`config.mk`:
```
export PLATFORM = sky130hd
export DESIGN_NAME = inst_encoder_flat
export DESIGN_NICKNAME = d
export VERILOG_FILES = /design/src/rtl/inst_encoder_if.sv /design/src/rtl/inst_encoder.sv /design/src/flat_wrapper.sv
export SDC_FILE = /design/constraint.sdc
export NUM_CORES = 1
export LEC_CHECK = 0
export ABC_AREA = 0
export CAP_MARGIN = 20
export CORE_UTILIZATION = 42
export DETAILED_ROUTE_END_ITERATION = 8
export GPL_ROUTABILITY_DRIVEN = 0
export PLACE_DENSITY = 0.66
export REMOVE_ABC_BUFFERS = 1
export SLEW_MARGIN = 10
export SYNTH_ARGS = -nofsm -noshare
export SYNTH_HDL_FRONTEND = slang
export SYNTH_SLANG_ARGS = --single-unit
```
`constraint.sdc`:
```
create_clock -name clk -period 2.35 [get_ports clk]
set_input_delay 0.5875 -clock clk [delete_from_list [all_inputs] [get_ports clk]]
set_output_delay 0.5875 -clock clk [all_outputs]
set_load 0.1 [all_outputs]
```
`src/rtl/inst_encoder_if.sv`:
```
// Request/response bundle for inst_encoder: field-level request in, encoded word out.
interface inst_encoder_if;
   logic        in_valid;
   logic        in_ready;
   logic [2:0]  in_fmt;
   logic [6:0]  in_opcode;
   logic [4:0]  in_rd;
   logic [4:0]  in_rs1;
   logic [4:0]  in_rs2;
   logic [2:0]  in_fun3;
   logic [6:0]  in_fun7;
   logic [31:0] in_imm;
   logic        out_valid;
   logic        out_ready;
   logic [31:0] out_inst;
   logic        out_err;
   logic [2:0]  fifo_count;

   modport master (
      output in_valid, in_fmt, in_opcode, in_rd, in_rs1, in_rs2, in_fun3, in_fun7, in_imm,
      output out_ready,
      input  in_ready, out_valid, out_inst, out_err, fifo_count
   );

   modport slave (
      input  in_valid, in_fmt, in_opcode, in_rd, in_rs1, in_rs2, in_fun3, in_fun7, in_imm,
      input  out_ready,
      output in_ready, out_valid, out_inst, out_err, fifo_count
   );
endinterface

```
`src/rtl/inst_encoder.sv`:
```
// RV32 instruction encoder: packs fields into a 32-bit word and queues it in a 4-entry FIFO.
// Define INST_ENC_RANGE_CHK_EN to add a per-entry immediate range/format error flag.
module inst_encoder (
   input  logic          clk,
   input  logic          rst_n,
   inst_encoder_if.slave bus
);
   logic [31:0] enc_word;
   logic [31:0] mem [4];
   logic [1:0]  wr_ptr;
   logic [1:0]  rd_ptr;
   logic [2:0]  count;
   logic        push;
   logic        pop;
   logic        shift_imm;

   assign bus.in_ready   = (count < 3'd4);
   assign bus.out_valid  = (count != 3'd0);
   assign bus.fifo_count = count;
   assign push           = bus.in_valid & bus.in_ready;
   assign pop            = bus.out_valid & bus.out_ready;
   // Empty FIFO drives zero so reset shows a clean word without clearing the array.
   assign bus.out_inst   = bus.out_valid ? mem[rd_ptr] : 32'h0;

   // Shift-immediate ops carry fun7 in the upper immediate slot.
   assign shift_imm = (bus.in_opcode == 7'b0010011) && (bus.in_fun3[1:0] == 2'b01);

   always_comb begin
      enc_word = 32'h0000_0013;
      case (bus.in_fmt)
         3'd0: enc_word = {bus.in_fun7, bus.in_rs2, bus.in_rs1, bus.in_fun3, bus.in_rd, bus.in_opcode};
         3'd1: begin
            if (shift_imm)
               enc_word = {bus.in_fun7, bus.in_imm[4:0], bus.in_rs1, bus.in_fun3, bus.in_rd, bus.in_opcode};
            else
               enc_word = {bus.in_imm[11:0], bus.in_rs1, bus.in_fun3, bus.in_rd, bus.in_opcode};
         end
         3'd2: enc_word = {bus.in_imm[11:5], bus.in_rs2, bus.in_rs1, bus.in_fun3,
                           bus.in_imm[4:0], bus.in_opcode};
         3'd3: enc_word = {bus.in_imm[12], bus.in_imm[10:5], bus.in_rs2, bus.in_rs1, bus.in_fun3,
                           bus.in_imm[4:1], bus.in_imm[11], bus.in_opcode};
         3'd4: enc_word = {bus.in_imm[31:12], bus.in_rd, bus.in_opcode};
         3'd5: enc_word = {bus.in_imm[20], bus.in_imm[10:1], bus.in_imm[11], bus.in_imm[19:12],
                           bus.in_rd, bus.in_opcode};
         default: enc_word = 32'h0000_0013;
      endcase
   end

   always_ff @(posedge clk or negedge rst_n) begin
      if (!rst_n) begin
         wr_ptr <= 2'd0;
         rd_ptr <= 2'd0;
         count  <= 3'd0;
      end else begin
         if (push) wr_ptr <= wr_ptr + 2'd1;
         if (pop)  rd_ptr <= rd_ptr + 2'd1;
         case ({push, pop})
            2'b10:   count <= count + 3'd1;
            2'b01:   count <= count - 3'd1;
            default: count <= count;
         endcase
      end
   end

   always_ff @(posedge clk) begin
      if (push) mem[wr_ptr] <= enc_word;
   end

`ifdef INST_ENC_RANGE_CHK_EN
   logic err_now;
   logic err_mem [4];

   // An immediate is a valid N-bit sign extension when imm[31:N-1] are all equal.
   always_comb begin
      err_now = 1'b0;
      case (bus.in_fmt)
         3'd0:       err_now = 1'b0;
         3'd1, 3'd2: err_now = ~((&bus.in_imm[31:11]) | ~(|bus.in_imm[31:11]));
         3'd3:       err_now = bus.in_imm[0] | ~((&bus.in_imm[31:12]) | ~(|bus.in_imm[31:12]));
         3'd4:       err_now = |bus.in_imm[11:0];
         3'd5:       err_now = bus.in_imm[0] | ~((&bus.in_imm[31:20]) | ~(|bus.in_imm[31:20]));
         default:    err_now = 1'b1;
      endcase
   end

   always_ff @(posedge clk) begin
      if (push) err_mem[wr_ptr] <= err_now;
   end

   assign bus.out_err = bus.out_valid & err_mem[rd_ptr];
`else
   assign bus.out_err = 1'b0;
`endif
endmodule

```
`src/flat_wrapper.sv`:
```
// flat-port wrapper written by rule: the top's interface ports become plain ports
module inst_encoder_flat 
  (clk, rst_n, bus_in_valid, bus_in_fmt, bus_in_opcode, bus_in_rd, bus_in_rs1, bus_in_rs2, bus_in_fun3, bus_in_fun7, bus_in_imm, bus_out_ready, bus_in_ready, bus_out_valid, bus_out_inst, bus_out_err, bus_fifo_count);
  inst_encoder_if bus_i ();
  input  logic clk;
  input  logic rst_n;
  input wire logic [$bits(bus_i.in_valid)-1:0] bus_in_valid;
  input wire logic [$bits(bus_i.in_fmt)-1:0] bus_in_fmt;
  input wire logic [$bits(bus_i.in_opcode)-1:0] bus_in_opcode;
  input wire logic [$bits(bus_i.in_rd)-1:0] bus_in_rd;
  input wire logic [$bits(bus_i.in_rs1)-1:0] bus_in_rs1;
  input wire logic [$bits(bus_i.in_rs2)-1:0] bus_in_rs2;
  input wire logic [$bits(bus_i.in_fun3)-1:0] bus_in_fun3;
  input wire logic [$bits(bus_i.in_fun7)-1:0] bus_in_fun7;
  input wire logic [$bits(bus_i.in_imm)-1:0] bus_in_imm;
  input wire logic [$bits(bus_i.out_ready)-1:0] bus_out_ready;
  output wire logic [$bits(bus_i.in_ready)-1:0] bus_in_ready;
  output wire logic [$bits(bus_i.out_valid)-1:0] bus_out_valid;
  output wire logic [$bits(bus_i.out_inst)-1:0] bus_out_inst;
  output wire logic [$bits(bus_i.out_err)-1:0] bus_out_err;
  output wire logic [$bits(bus_i.fifo_count)-1:0] bus_fifo_count;
  assign bus_i.in_valid = bus_in_valid;
  assign bus_i.in_fmt = bus_in_fmt;
  assign bus_i.in_opcode = bus_in_opcode;
  assign bus_i.in_rd = bus_in_rd;
  assign bus_i.in_rs1 = bus_in_rs1;
  assign bus_i.in_rs2 = bus_in_rs2;
  assign bus_i.in_fun3 = bus_in_fun3;
  assign bus_i.in_fun7 = bus_in_fun7;
  assign bus_i.in_imm = bus_in_imm;
  assign bus_i.out_ready = bus_out_ready;
  assign bus_in_ready = bus_i.in_ready;
  assign bus_out_valid = bus_i.out_valid;
  assign bus_out_inst = bus_i.out_inst;
  assign bus_out_err = bus_i.out_err;
  assign bus_fifo_count = bus_i.fifo_count;
  inst_encoder u_core (.clk(clk), .rst_n(rst_n), .bus(bus_i));
endmodule
```
After elaboration in Yosys (flattened, before gate mapping)
Memories as Yosys holds them, arrays and structs flattened.
Index checks and enable logic that the tools add are counted.
W data, S select, Z words.
{"block": "totals", "ff_bits": 7, "output_inout_bits": 38, "inputBits": 71, "ram_bits": 128, "elab_cells": 30, "mem_count": 1}
{"memory": "u_core.mem", "words": 4, "width": 32, "rd": 1, "rd_ports_with_merged_regs": 0, "wr": 1, "line_no": "inst_encoder.sv:9", "source": "logic [31:0] mem [4];"}
{"block": "op_classes", "bitwise": 2, "eq_ne": 9, "n_mux": 6, "addsub": 4, "n_reduce_logical": 4, "magnitude_cmp": 1}
{"cell": "$pmux W32 S6", "count": 1}
{"cell": "$mux W32", "count": 2}
{"cell": "$eq A7 B5 Y1 const B", "count": 1}
{"cell": "$eq A3 B2 Y1 const B", "count": 2}
{"cell": "$eq A3 B3 Y1 const B", "count": 2}
{"cell": "$pmux W3 S2", "count": 1}
{"cell": "$add A2 B1 Y2 const B", "count": 2}
{"cell": "$eq A2 B1 Y1 const B", "count": 2}
{"cell": "$add A3 B1 Y3 const B", "count": 1}
{"cell": "$eq A3 B1 Y1 const B", "count": 1}
{"cell": "$logic_not A3 Y1", "count": 1}
{"cell": "$lt A3 B3 Y1 const B", "count": 1}
{"cell": "$reduce_bool A3 Y1", "count": 1}
{"cell": "$sub A3 B1 Y3 const B", "count": 1}
{"cell": "$and A1 B1 Y1", "count": 2}
{"cell": "$eq A2 B2 Y1 const B", "count": 1}
{"cell": "$mux W1", "count": 2}
{"cell": "$reduce_bool A2 Y1", "count": 1}
{"cell": "$logic_and A1 B1 Y1", "count": 1}

Depth between registers and ports, before layout
{"block": "depth", "ltp_word": 4, "ltp_mapped": 9, "ltp_nobuf": 8}

Least setup slack after synthesis
No wires, ideal clock.
{"block": "synth_timing", "path_type": "register to output", "start": "reg u_core.count[0] (netlist: u_core.bus.fifo_count[0])", "end": "out bus_out_inst[22]", "n_path_buf": 1, "path_stages_with_launch": 4, "arrival_ns": 3.084, "slack_ns": -1.321, "cell_sequence": "dfrtp_1 -> or3_1 -> clkbuf_1 -> and2_1"}
{"block": "synth_via", "elab_chain_len": 2}
{"item": "start, declared", "line_no": "inst_encoder.sv:12", "source": "logic [2:0] count;"}
{"item": "start signal, assigned", "line_no": "inst_encoder.sv:58", "source": "2'b10: count <= count + 3'd1;"}
{"item": "start signal, assigned", "line_no": "inst_encoder.sv:59", "source": "2'b01: count <= count - 3'd1;"}
{"item": "start signal, assigned", "line_no": "inst_encoder.sv:60", "source": "default: count <= count;"}
{"item": "$reduce_bool A3 Y1", "line_no": "inst_encoder.sv:18", "source": "assign bus.out_valid = (count != 3'd0);"}
{"item": "net bus_out_valid", "line_no": "flat_wrapper.sv:18", "source": "output wire logic [$bits(bus_i.out_valid)-1:0] bus_out_valid;"}
{"item": "$mux W32", "line_no": "inst_encoder.sv:23", "source": "assign bus.out_inst = bus.out_valid ? mem[rd_ptr] : 32'h0;"}
{"item": "end, declared", "line_no": "flat_wrapper.sv:19", "source": "output wire logic [$bits(bus_i.out_inst)-1:0] bus_out_inst;"}
The timed path passes the listed nets, and every way through them passes these cells.

Worst setup path after layout
{"block": "layout_timing", "start": "reg u_core.rd_ptr[0]", "end": "out bus_out_inst[10]"}
{"block": "layout_via", "elab_chain_len": 2}
{"item": "start, declared", "line_no": "inst_encoder.sv:11", "source": "logic [1:0] rd_ptr;"}
{"item": "start signal, assigned", "line_no": "inst_encoder.sv:56", "source": "if (pop) rd_ptr <= rd_ptr + 2'd1;"}
{"item": "$mem_v2 Z4 W32"}
{"item": "$mux W32", "line_no": "inst_encoder.sv:23"}
No other way between the ends.

==> reports/metrics.cfg <==
[setup_path]
worst_ep_arrival_time_ps = 1930
cp-end-kind = primary output
r2r_cells = 6
slowest_stage = mux4_2
cpPeakStageDelay_ps = 510
critical_path.startpoint_type = flop
path_class = reg -> out
crit_path_max_fanout = 11
cp.required_ps = 1760
crit_chain = buf_6 -> mux4_2 -> and2_1 -> buf_12

[clock_tree]
cts-hold-fix-buffers = 0
clock_path_buffers = 2
clk-insertion-delay-late_ps = 400
h-tree-depth = 4
cts_buffers = 17
cts_tree = yes
clkTransAtPathRegs_ps = 50
cts-root-buf = clkbuf_16
clock_sinks = 135

[timing]
hold_viol = 0
worst_slew_pin_slew_ps = 506
slew_headroom_pct = 65.9
fin_ws_ps = -169
worst_clock_skew_ps = 7.70
rsz0062_at_grt = yes
fin_crit_sh_pct = 107
finalCriticalPeriod_ps = 2520
hold_ws_ps = 436
fmax_mhz = 397
setup_viol = 32
maxSlewViolCount = 0

[detailed_routing]
drt_iter0_drc = 280
drc = 0
avgViaCountPerCell = 5.34
num_vias = 3573
finalWirelength_mm = 13.0
routedWlPerCell_um = 19.5
drtAntennaViolNets = 0
drtPass1Iterations = 4

[yosys]
yosysSeqAreaShare_pct = 68.4
async_flop_share_pct = 5.19
synth_top_area_share_pct = 65.4
synth_area_leaders = edfxtp_1, mux4_2, and2_1
synth_edf_count = 128
yosysTopAreaCell = edfxtp_1
synth-warning-count = 0
synth_cell_types = 36
postSynthAreaPerCell_um2 = 17.2
dominantRegCellSynth = edfxtp_1
synth_seq_cells = 135
synth_area_um2 = 5880
syn_inst = 342

[floorplan]
ioPinCount = 109
row_count = 42
fp.dieArea_um2 = 14500
initial_core_util_pct = 43.7
core_area_um2 = 13500
die_h_um = 120
die_w_um = 120

[placement]
dp_slack_ps = -284
hpwl_mm = 8.74
portBuffers = 107

[grt]
antenna_found_initial = 0
gr-total-overflow = 0
track_usage_pct = 19.4
grt_pass1_vias = 3789
grt_pass1_wl_mm = 20.1
grt_max_degree = 25

[final_layout]
diodes = 0
final_common_cell = edfxtp_1
fin_nets = 557
layout-drive-gt1-share_pct = 32.9
final_core_util_pct = 62.3
nFillCells = 1009
area_growth_pct = 42.7
final_cell_mix = edfxtp_1, clkdlybuf4s50_1, buf_12

[run_status]
violations = setup timing
outcome = finished, violations left

[hold_path]
min_path_type = in -> async

[flow_run]
drv_cap = 0

==> per-stage QoR <==
step | area (µm²) | std cells | setup TNS, ps
2_1_floorplan | 5790 | 321 | -54730
3_3_place_gp | 7730 | 637 | -5680
3_5_place_dp | 7730 | 637 | -6920
4_1_cts | 8380 | 669 | -5500
5_1_grt | 8380 | 669 | -6930
6_report | 8380 | 669 | -4430
==> area by class of cell <==
| type | instances | area, µm² | share of cell area (%) |
|---|---|---|---|
| Inverter | 14 | 52.6 | 0.627 |
| Tap cell | 176 | 220 | 2.63 |
| Multi-Input combinational cell | 172 | 1780 | 21.2 |
| Clock inverter | 8 | 124 | 1.48 |
| Clock buffer | 24 | 472 | 5.63 |
| Sequential cell | 135 | 4020 | 47.9 |
| Timing Repair Buffer | 140 | 1720 | 20.5 |
==> timing repair <==
item	CTS	global route
setup buffers	0	0
resized for setup	24	0
setup endpoints to repair	32	32
==> synth_stat cells (2+ instances only) <==
cell      count
a21oi_1       4
a221o_1       6
a22o_1        8
a22oi_1       5
a32oi_1       2
and2_1       41
buf_2         5
clkbuf_1     14
dfrtp_1       7
edfxtp_1    128
ha_1          5
inv_1        14
mux2_2        2
mux2i_1       8
mux4_2       32
nand2_1       8
nand2b_1      3
nor2_1       10
nor2b_1       7
o21ai_0      10
o21ai_1       2
or2_1         3
xnor2_1       4
xor2_1        2
==> flip-flops by register name (all words and copies together), names as in the netlist <==
name                   count
u_core.rd_ptr              2
u_core.bus.fifo_count      3
u_core.mem               128
u_core.wr_ptr              2
==> worst max-delay path, delay by kind of cell, from the launching register on <==
kind,cells,cell delay [ps]
multiplexers,1,510
flip-flops,1,400
buffers and inverters,2,380
AND/OR/NAND/NOR,1,230
==> cell families after synthesis <==
kind of cell	synth area share (%)
AOI/OAI and AO/OA	5.09
xor gates and xnor gates	0.894
adders and majority gates	1.41
buffers and inverters	2.41
DFF	68.4
muxes	14.0
other	0.0638
and+or+nand+nor	7.73
==> path summary, 6_finish.rpt <==
| check | startpoint | to | slack (ps) |
|---|---|---|---|
| max | u_core.rd_ptr[0]$_DFFE_PN0P_ | bus_out_inst[10] | -170 |
| min | rst_n | u_core.bus.fifo_count[2]$_DFFE_PN0P_ | 440 |
| max reg2reg | u_core.bus.fifo_count[2]$_DFFE_PN0P_ | u_core.bus.fifo_count[1]$_DFFE_PN0P_ | 400 |
| min reg2reg | u_core.bus.fifo_count[0]$_DFFE_PN0P_ | u_core.bus.fifo_count[0]$_DFFE_PN0P_ | 510 |
| max in group asynchronous | rst_n | u_core.rd_ptr[0]$_DFFE_PN0P_ | 1660 |
| min in group clk | u_core.bus.fifo_count[0]$_DFFE_PN0P_ | u_core.bus.fifo_count[0]$_DFFE_PN0P_ | 510 |
==> layer usage <==
| layer | wire [µm] | GRT usage, % | up-vias |
|---|---|---|---|
| li1 | - | - | 1607 |
| met1 | 5340 | 23.7 | 1794 |
| met2 | 6650 | 32.3 | 149 |
| met3 | 797 | 5.57 | 23 |
| met4 | 229 | 7.87 | 0 |
| met5 | 0 | 0 | - |
Power is left out: the tool's default activity adds up to more than one toggle a clock period on the data nets, which glitch-free logic cannot reach.
